<file path="config.mk">
export PLATFORM = sky130hd
export DESIGN_NAME = uart_tx_fifo
export DESIGN_NICKNAME = d
export VERILOG_FILES = /design/src/rtl/uart_tx_fifo.sv
export SDC_FILE = /design/constraint.sdc
export NUM_CORES = 1
export LEC_CHECK = 0
export ABC_AREA = 1
export BUFFER_PORTS_ARGS = -buffer_cell sky130_fd_sc_hd__buf_2
export CAP_MARGIN = 25
export CORE_ASPECT_RATIO = 2
export CORE_UTILIZATION = 50
export DETAILED_ROUTE_END_ITERATION = 12
export PLACE_DENSITY_LB_ADDON = 0.08
export SLEW_MARGIN = 20
export SYNTH_ARGS = -nofsm -noshare
export SYNTH_HDL_FRONTEND = slang
export SYNTH_SLANG_ARGS = --single-unit
</file>
<file path="constraint.sdc">
create_clock -name clock -period 2.6 [get_ports clock]
set_input_delay 0.52 -clock clock [delete_from_list [all_inputs] [get_ports clock]]
set_output_delay 0.52 -clock clock [all_outputs]
set_load 0.1 [all_outputs]
</file>
<file path="src/rtl/uart_tx_fifo.sv">
// UART transmitter with a byte FIFO in front of it. The core strobes bytes in
// with no backpressure, and the FSM serialises them as 8N1 frames with no gap between frames.
module uart_tx_fifo #(
   parameter int CLKS_PER_BIT = 16,
   parameter int FIFO_DEPTH   = 16
) (
   input  logic                        clock,
   input  logic                        reset_n,
   input  logic [8:0]                  uart_in,
   output logic                        tx,
   output logic                        busy,
   output logic [$clog2(FIFO_DEPTH):0] fifo_count,
   output logic                        overflow
);

   localparam int AW = $clog2(FIFO_DEPTH);
   localparam int CW = (CLKS_PER_BIT > 2) ? $clog2(CLKS_PER_BIT) : 1;
   localparam logic [CW-1:0] CNT_LAST = CW'(CLKS_PER_BIT - 1);
   localparam logic [AW:0]   DEPTH_C  = (AW + 1)'(FIFO_DEPTH);

   typedef enum logic [1:0] {
      IDLE  = 2'd0,
      START = 2'd1,
      DATA  = 2'd2,
      STOP  = 2'd3
   } state_t;

   logic [7:0]    mem_r [FIFO_DEPTH];
   logic [AW-1:0] wr_ptr_r;
   logic [AW-1:0] rd_ptr_r;
   logic [AW:0]   count_r;
   logic [AW:0]   count_s;
   logic          overflow_r;

   state_t        state_r;
   state_t        state_s;
   logic [CW-1:0] bit_cnt_r;
   logic [CW-1:0] bit_cnt_s;
   logic [2:0]    bit_idx_r;
   logic [2:0]    bit_idx_s;
   logic [7:0]    shift_r;
   logic [7:0]    shift_s;
   logic          tx_r;
   logic          tx_s;

   logic          strobe_s;
   logic          full_s;
   logic          empty_s;
   logic          push_s;
   logic          pop_s;
   logic          bit_end_s;

   assign strobe_s  = uart_in[8];
   assign full_s    = (count_r == DEPTH_C);
   assign empty_s   = (count_r == {(AW + 1){1'b0}});
   // A pop at the same edge frees the slot the write lands in, so a full FIFO still accepts.
   assign push_s    = strobe_s && (!full_s || pop_s);
   assign bit_end_s = (bit_cnt_r == CNT_LAST);

   assign tx         = tx_r;
   assign busy       = (state_r != IDLE) || !empty_s;
   assign fifo_count = count_r;
   assign overflow   = overflow_r;

   // Occupancy update from the push/pop pair.
   always_comb begin
      count_s = count_r;
      case ({push_s, pop_s})
         2'b10:   count_s = count_r + (AW + 1)'(1);
         2'b01:   count_s = count_r - (AW + 1)'(1);
         default: count_s = count_r;
      endcase
   end

   // FIFO storage; contents need no reset because the pointers define validity.
   always_ff @(posedge clock) begin
      if (push_s) begin
         mem_r[wr_ptr_r] <= uart_in[7:0];
      end
   end

   // FIFO pointers, occupancy and the sticky drop flag.
   always_ff @(posedge clock or negedge reset_n) begin
      if (!reset_n) begin
         wr_ptr_r   <= {AW{1'b0}};
         rd_ptr_r   <= {AW{1'b0}};
         count_r    <= {(AW + 1){1'b0}};
         overflow_r <= 1'b0;
      end else begin
         if (push_s) begin
            wr_ptr_r <= wr_ptr_r + AW'(1);
         end
         if (pop_s) begin
            rd_ptr_r <= rd_ptr_r + AW'(1);
         end
         count_r <= count_s;
         if (strobe_s && full_s && !pop_s) begin
            overflow_r <= 1'b1;
         end
      end
   end

   // Frame sequencer next-state; tx_s is the level the line takes after this edge.
   always_comb begin
      state_s   = state_r;
      bit_cnt_s = bit_cnt_r;
      bit_idx_s = bit_idx_r;
      shift_s   = shift_r;
      tx_s      = tx_r;
      pop_s     = 1'b0;
      case (state_r)
         IDLE: begin
            if (!empty_s) begin
               pop_s     = 1'b1;
               shift_s   = mem_r[rd_ptr_r];
               tx_s      = 1'b0;
               bit_cnt_s = {CW{1'b0}};
               state_s   = START;
            end else begin
               tx_s      = 1'b1;
               bit_cnt_s = {CW{1'b0}};
            end
         end
         START: begin
            if (bit_end_s) begin
               bit_cnt_s = {CW{1'b0}};
               bit_idx_s = 3'd0;
               tx_s      = shift_r[0];
               state_s   = DATA;
            end else begin
               bit_cnt_s = bit_cnt_r + CW'(1);
            end
         end
         DATA: begin
            if (bit_end_s) begin
               bit_cnt_s = {CW{1'b0}};
               if (bit_idx_r == 3'd7) begin
                  tx_s    = 1'b1;
                  state_s = STOP;
               end else begin
                  bit_idx_s = bit_idx_r + 3'd1;
                  shift_s   = {1'b0, shift_r[7:1]};
                  tx_s      = shift_r[1];
               end
            end else begin
               bit_cnt_s = bit_cnt_r + CW'(1);
            end
         end
         STOP: begin
            if (bit_end_s) begin
               bit_cnt_s = {CW{1'b0}};
               if (!empty_s) begin
                  pop_s   = 1'b1;
                  shift_s = mem_r[rd_ptr_r];
                  tx_s    = 1'b0;
                  state_s = START;
               end else begin
                  tx_s    = 1'b1;
                  state_s = IDLE;
               end
            end else begin
               bit_cnt_s = bit_cnt_r + CW'(1);
            end
         end
         default: begin
            state_s   = IDLE;
            bit_cnt_s = {CW{1'b0}};
            tx_s      = 1'b1;
         end
      endcase
   end

   // Frame sequencer registers, including the registered serial line.
   always_ff @(posedge clock or negedge reset_n) begin
      if (!reset_n) begin
         state_r   <= IDLE;
         bit_cnt_r <= {CW{1'b0}};
         bit_idx_r <= 3'd0;
         shift_r   <= 8'h00;
         tx_r      <= 1'b1;
      end else begin
         state_r   <= state_s;
         bit_cnt_r <= bit_cnt_s;
         bit_idx_r <= bit_idx_s;
         shift_r   <= shift_s;
         tx_r      <= tx_s;
      end
   end

endmodule

</file>
==> flow_metrics.env <==
export IMPL_grt_pass1_wl_mm=24.2
export IMPL_required_ns=2.73
export IMPL_crit_start="state_r[0]"
export IMPL_synth_top_area_cell="edfxtp_1"
export IMPL_ctsRootBufferMaster="clkbuf_16"
export IMPL_arrival_ns=2.50
export IMPL_num_rows=60
export IMPL_crit_type="register to register"
export IMPL_yosys_area_top_type_share_pct=56.0
export IMPL_synthTopCellsByCount="edfxtp_1 (128), nor2_1 (104), o21ai_0 (83)"
export IMPL_synth_nets=616
export IMPL_wl_met1_mm=5.70
export IMPL_synth_edf_count=128
export IMPL_routed_via_density=5.72
export IMPL_cp_end_kind="register"
export IMPL_ctsResizeCount=0
export IMPL_wl_per_cell_microns=19.4
export IMPL_irDropWorstVdd_v=0.000965
export IMPL_finClkSkew_ns=0.0122
export IMPL_numPortBuffers=18
export IMPL_syn_area_sq_mm=0.00686
export IMPL_slew_violations=0
export IMPL_drtIter0Drc=248
export IMPL_violations="DRC"
export IMPL_setup_tns_ns=0
export IMPL_ctsHoldBuffers=0
export IMPL_antenna_cells=0
export IMPL_route_detailed_drc=1
export IMPL_cts_buffers=17
export IMPL_ys_flop_type="edfxtp_1"
export IMPL_top_level_ports=19
export IMPL_yosysWarnings=0
export IMPL_grt_max_degree=68
export IMPL_leakagePower_nw=2.89
export IMPL_grt_pass1_vias=4597
export IMPL_post_route_period_util_pct=91.1
export IMPL_die_w_microns=84.9
export IMPL_cts_setup_buffers=0
export IMPL_core_area_sq_mm=0.0134
export IMPL_worstSetupStartpointType="register"
export IMPL_powerDensity_mw_per_mm2=864
export IMPL_clk_pin_slew_ns=0.07
export IMPL_post_synth_top_count_cell="edfxtp_1"
export IMPL_drtAntennaViolNets=0
export IMPL_nets=654
export IMPL_hold_viol=0
export IMPL_routed_wl_mm=15.4
export IMPL_async_reset_ff_share_pct=20.0
export IMPL_grt_ovfl_total=0
export IMPL_synthToLayoutAreaGrowth_pct=14.7
export IMPL_drv_cap=0
export IMPL_die_y_microns=168
export IMPL_min_path_type="primary input to async pin"
export IMPL_htree_levels=4
export IMPL_period_needed_ns=2.37
export IMPL_finalPower_mw=6.80
export IMPL_worstReg2RegStart="state_r[0]"
export IMPL_cp_max_fo=8
export IMPL_rsz0062_at_grt="false"
export IMPL_dp_hpwl_mm=10.3
export IMPL_status="finished, violations left"
export IMPL_start_util_pct=51.1
export IMPL_vias=4552
export IMPL_drive_gt1_share_pct=14.8
export IMPL_clkLatencyLatePin_ns=0.42
export IMPL_synthTopCellsByArea="edfxtp_1 (56%), dfrtp_1 (11%), o21ai_0 (6.1%)"
export IMPL_top_layer="met4"
export IMPL_nFillCells=1134
export IMPL_seq_area_frac_synth_pct=67.7
export IMPL_synth_distinct_cells=36
export IMPL_fmax_mhz=422
export IMPL_cts_max_path_buffers=2
export IMPL_grt_util_all_layers_pct=23.3
export IMPL_setup_viol=0
export IMPL_syn_inst=590
export IMPL_antenna_found_initial=0
export IMPL_globalplace_congestion=0.811
export IMPL_dr_wl_met2_mm=8.85
export IMPL_first_pass_iters=8
export IMPL_cts_sinks=160
export IMPL_relSlewSlack_pct=45.0
export IMPL_ys_seq_elements=160
export IMPL_met3_length_microns=532
export IMPL_cts_tree="built"
export IMPL_avgSynthCellArea_sq_um=11.6
export IMPL_design_die_area_sq_mm=0.0142
export IMPL_worst_pin_slew_ns=0.825
## worst max-delay path, stage by stage (launching register included)
cell and delay [ns]:
dfrtp_1 0.41, inv_1 0.11, ha_1 0.32, inv_1 0.12
nand2_4 0.10, nor2_4 0.19, or2_4 0.16, nand2_4 0.05
inv_4 0.11, nand2_1 0.13, nor2_1 0.21, buf_4 0.18
## area by class of cell
type	count	area (sq um)	share of cell area, %
clock buffer	18	429	5.45
clock inverter	14	168	2.13
inverter	39	149	1.89
multi-input combinational	364	1960	24.9
sequential	160	4650	59.1
tap	155	194	2.46
timing repair buffer	46	325	4.13
## where the power goes
| part | total (mW) | internal (mW) | switching [mW] |
|---|---|---|---|
| Combinational | 1.11 | 0.269 | 0.846 |
| Sequential | 3.19 | 3.05 | 0.139 |
| Clock | 2.50 | 1.45 | 1.05 |
## sequential cells by signal, indices dropped and copies added (netlist names)
signal	cells
mem_r	128
shift_r	8
fifo_count	5
bit_cnt_r	4
rd_ptr_r	4
wr_ptr_r	4
bit_idx_r	3
state_r	2
overflow	1
tx	1
## kinds of logic after synthesis
logic type                 after synthesis  synth area share, %
and+or+nand+nor                        206                 13.1
DFF                                    160                 67.7
AOI/OAI and AO/OA                      134                 11.6
buffers and inverters                   66                 3.79
adders and majority gates               15                 2.73
xor gates and xnor gates                 9                 1.15
## through the flow
step	setup slack, ns	hold slack [ns]	cell area (sq um)	util [%]	std cells
after floorplan	0.00456	0.224	6870	-	590
after global placement	0.321	0.459	7270	54.1	764
after detailed placement	0.243	0.464	7270	54.1	764
after CTS	0.250	0.238	7870	58.6	796
after global routing	0.00329	0.273	7870	58.6	796
final	0.232	0.197	7870	58.6	796
## final timing paths
kind                            slack [ns]  cells past startpoint     endpoint
worst max register to register        0.23                     11  mem_r[2][0]
min in group clock                    0.44                      3  wr_ptr_r[0]
max in group asynchronous             1.82                      1  rd_ptr_r[0]
worst min-delay path                  0.20                      1   shift_r[7]
worst min register to register        0.48                      2   shift_r[7]
worst max-delay path                  0.23                     11  mem_r[2][0]
## cells in the final DEF (no fill, tap or decap), drive strengths merged
| cell type | n |
|---|---|
| buf | 46 |
| a21oi | 2 |
| nor3 | 3 |
| nand2 | 57 |
| dfrtp | 31 |
| a31oi | 1 |
| o211ai | 23 |
| bufinv | 2 |
| nor2 | 107 |
| nor3b | 1 |
| clkinv | 1 |
| o21bai | 1 |
| clkbuf | 18 |
| a22o | 1 |
| xor2 | 9 |
| or2 | 1 |
| nand3 | 30 |
| inv | 46 |
| o221ai | 10 |
| o21ai | 87 |
| clkinvlp | 4 |
| dfstp | 1 |
| edfxtp | 128 |
| ha | 15 |
| o22ai | 9 |
| nand4 | 7 |
## metal layers
| metal | up-vias | GRT usage, % |
|---|---|---|
| met5 | - | 0 |
| met4 | 0 | 8.62 |
| met3 | 22 | 4.24 |
| met2 | 109 | 44.1 |
| met1 | 2240 | 25.3 |
| li1 | 2181 | - |
Note: power is estimated with default switching activity, not from simulation.
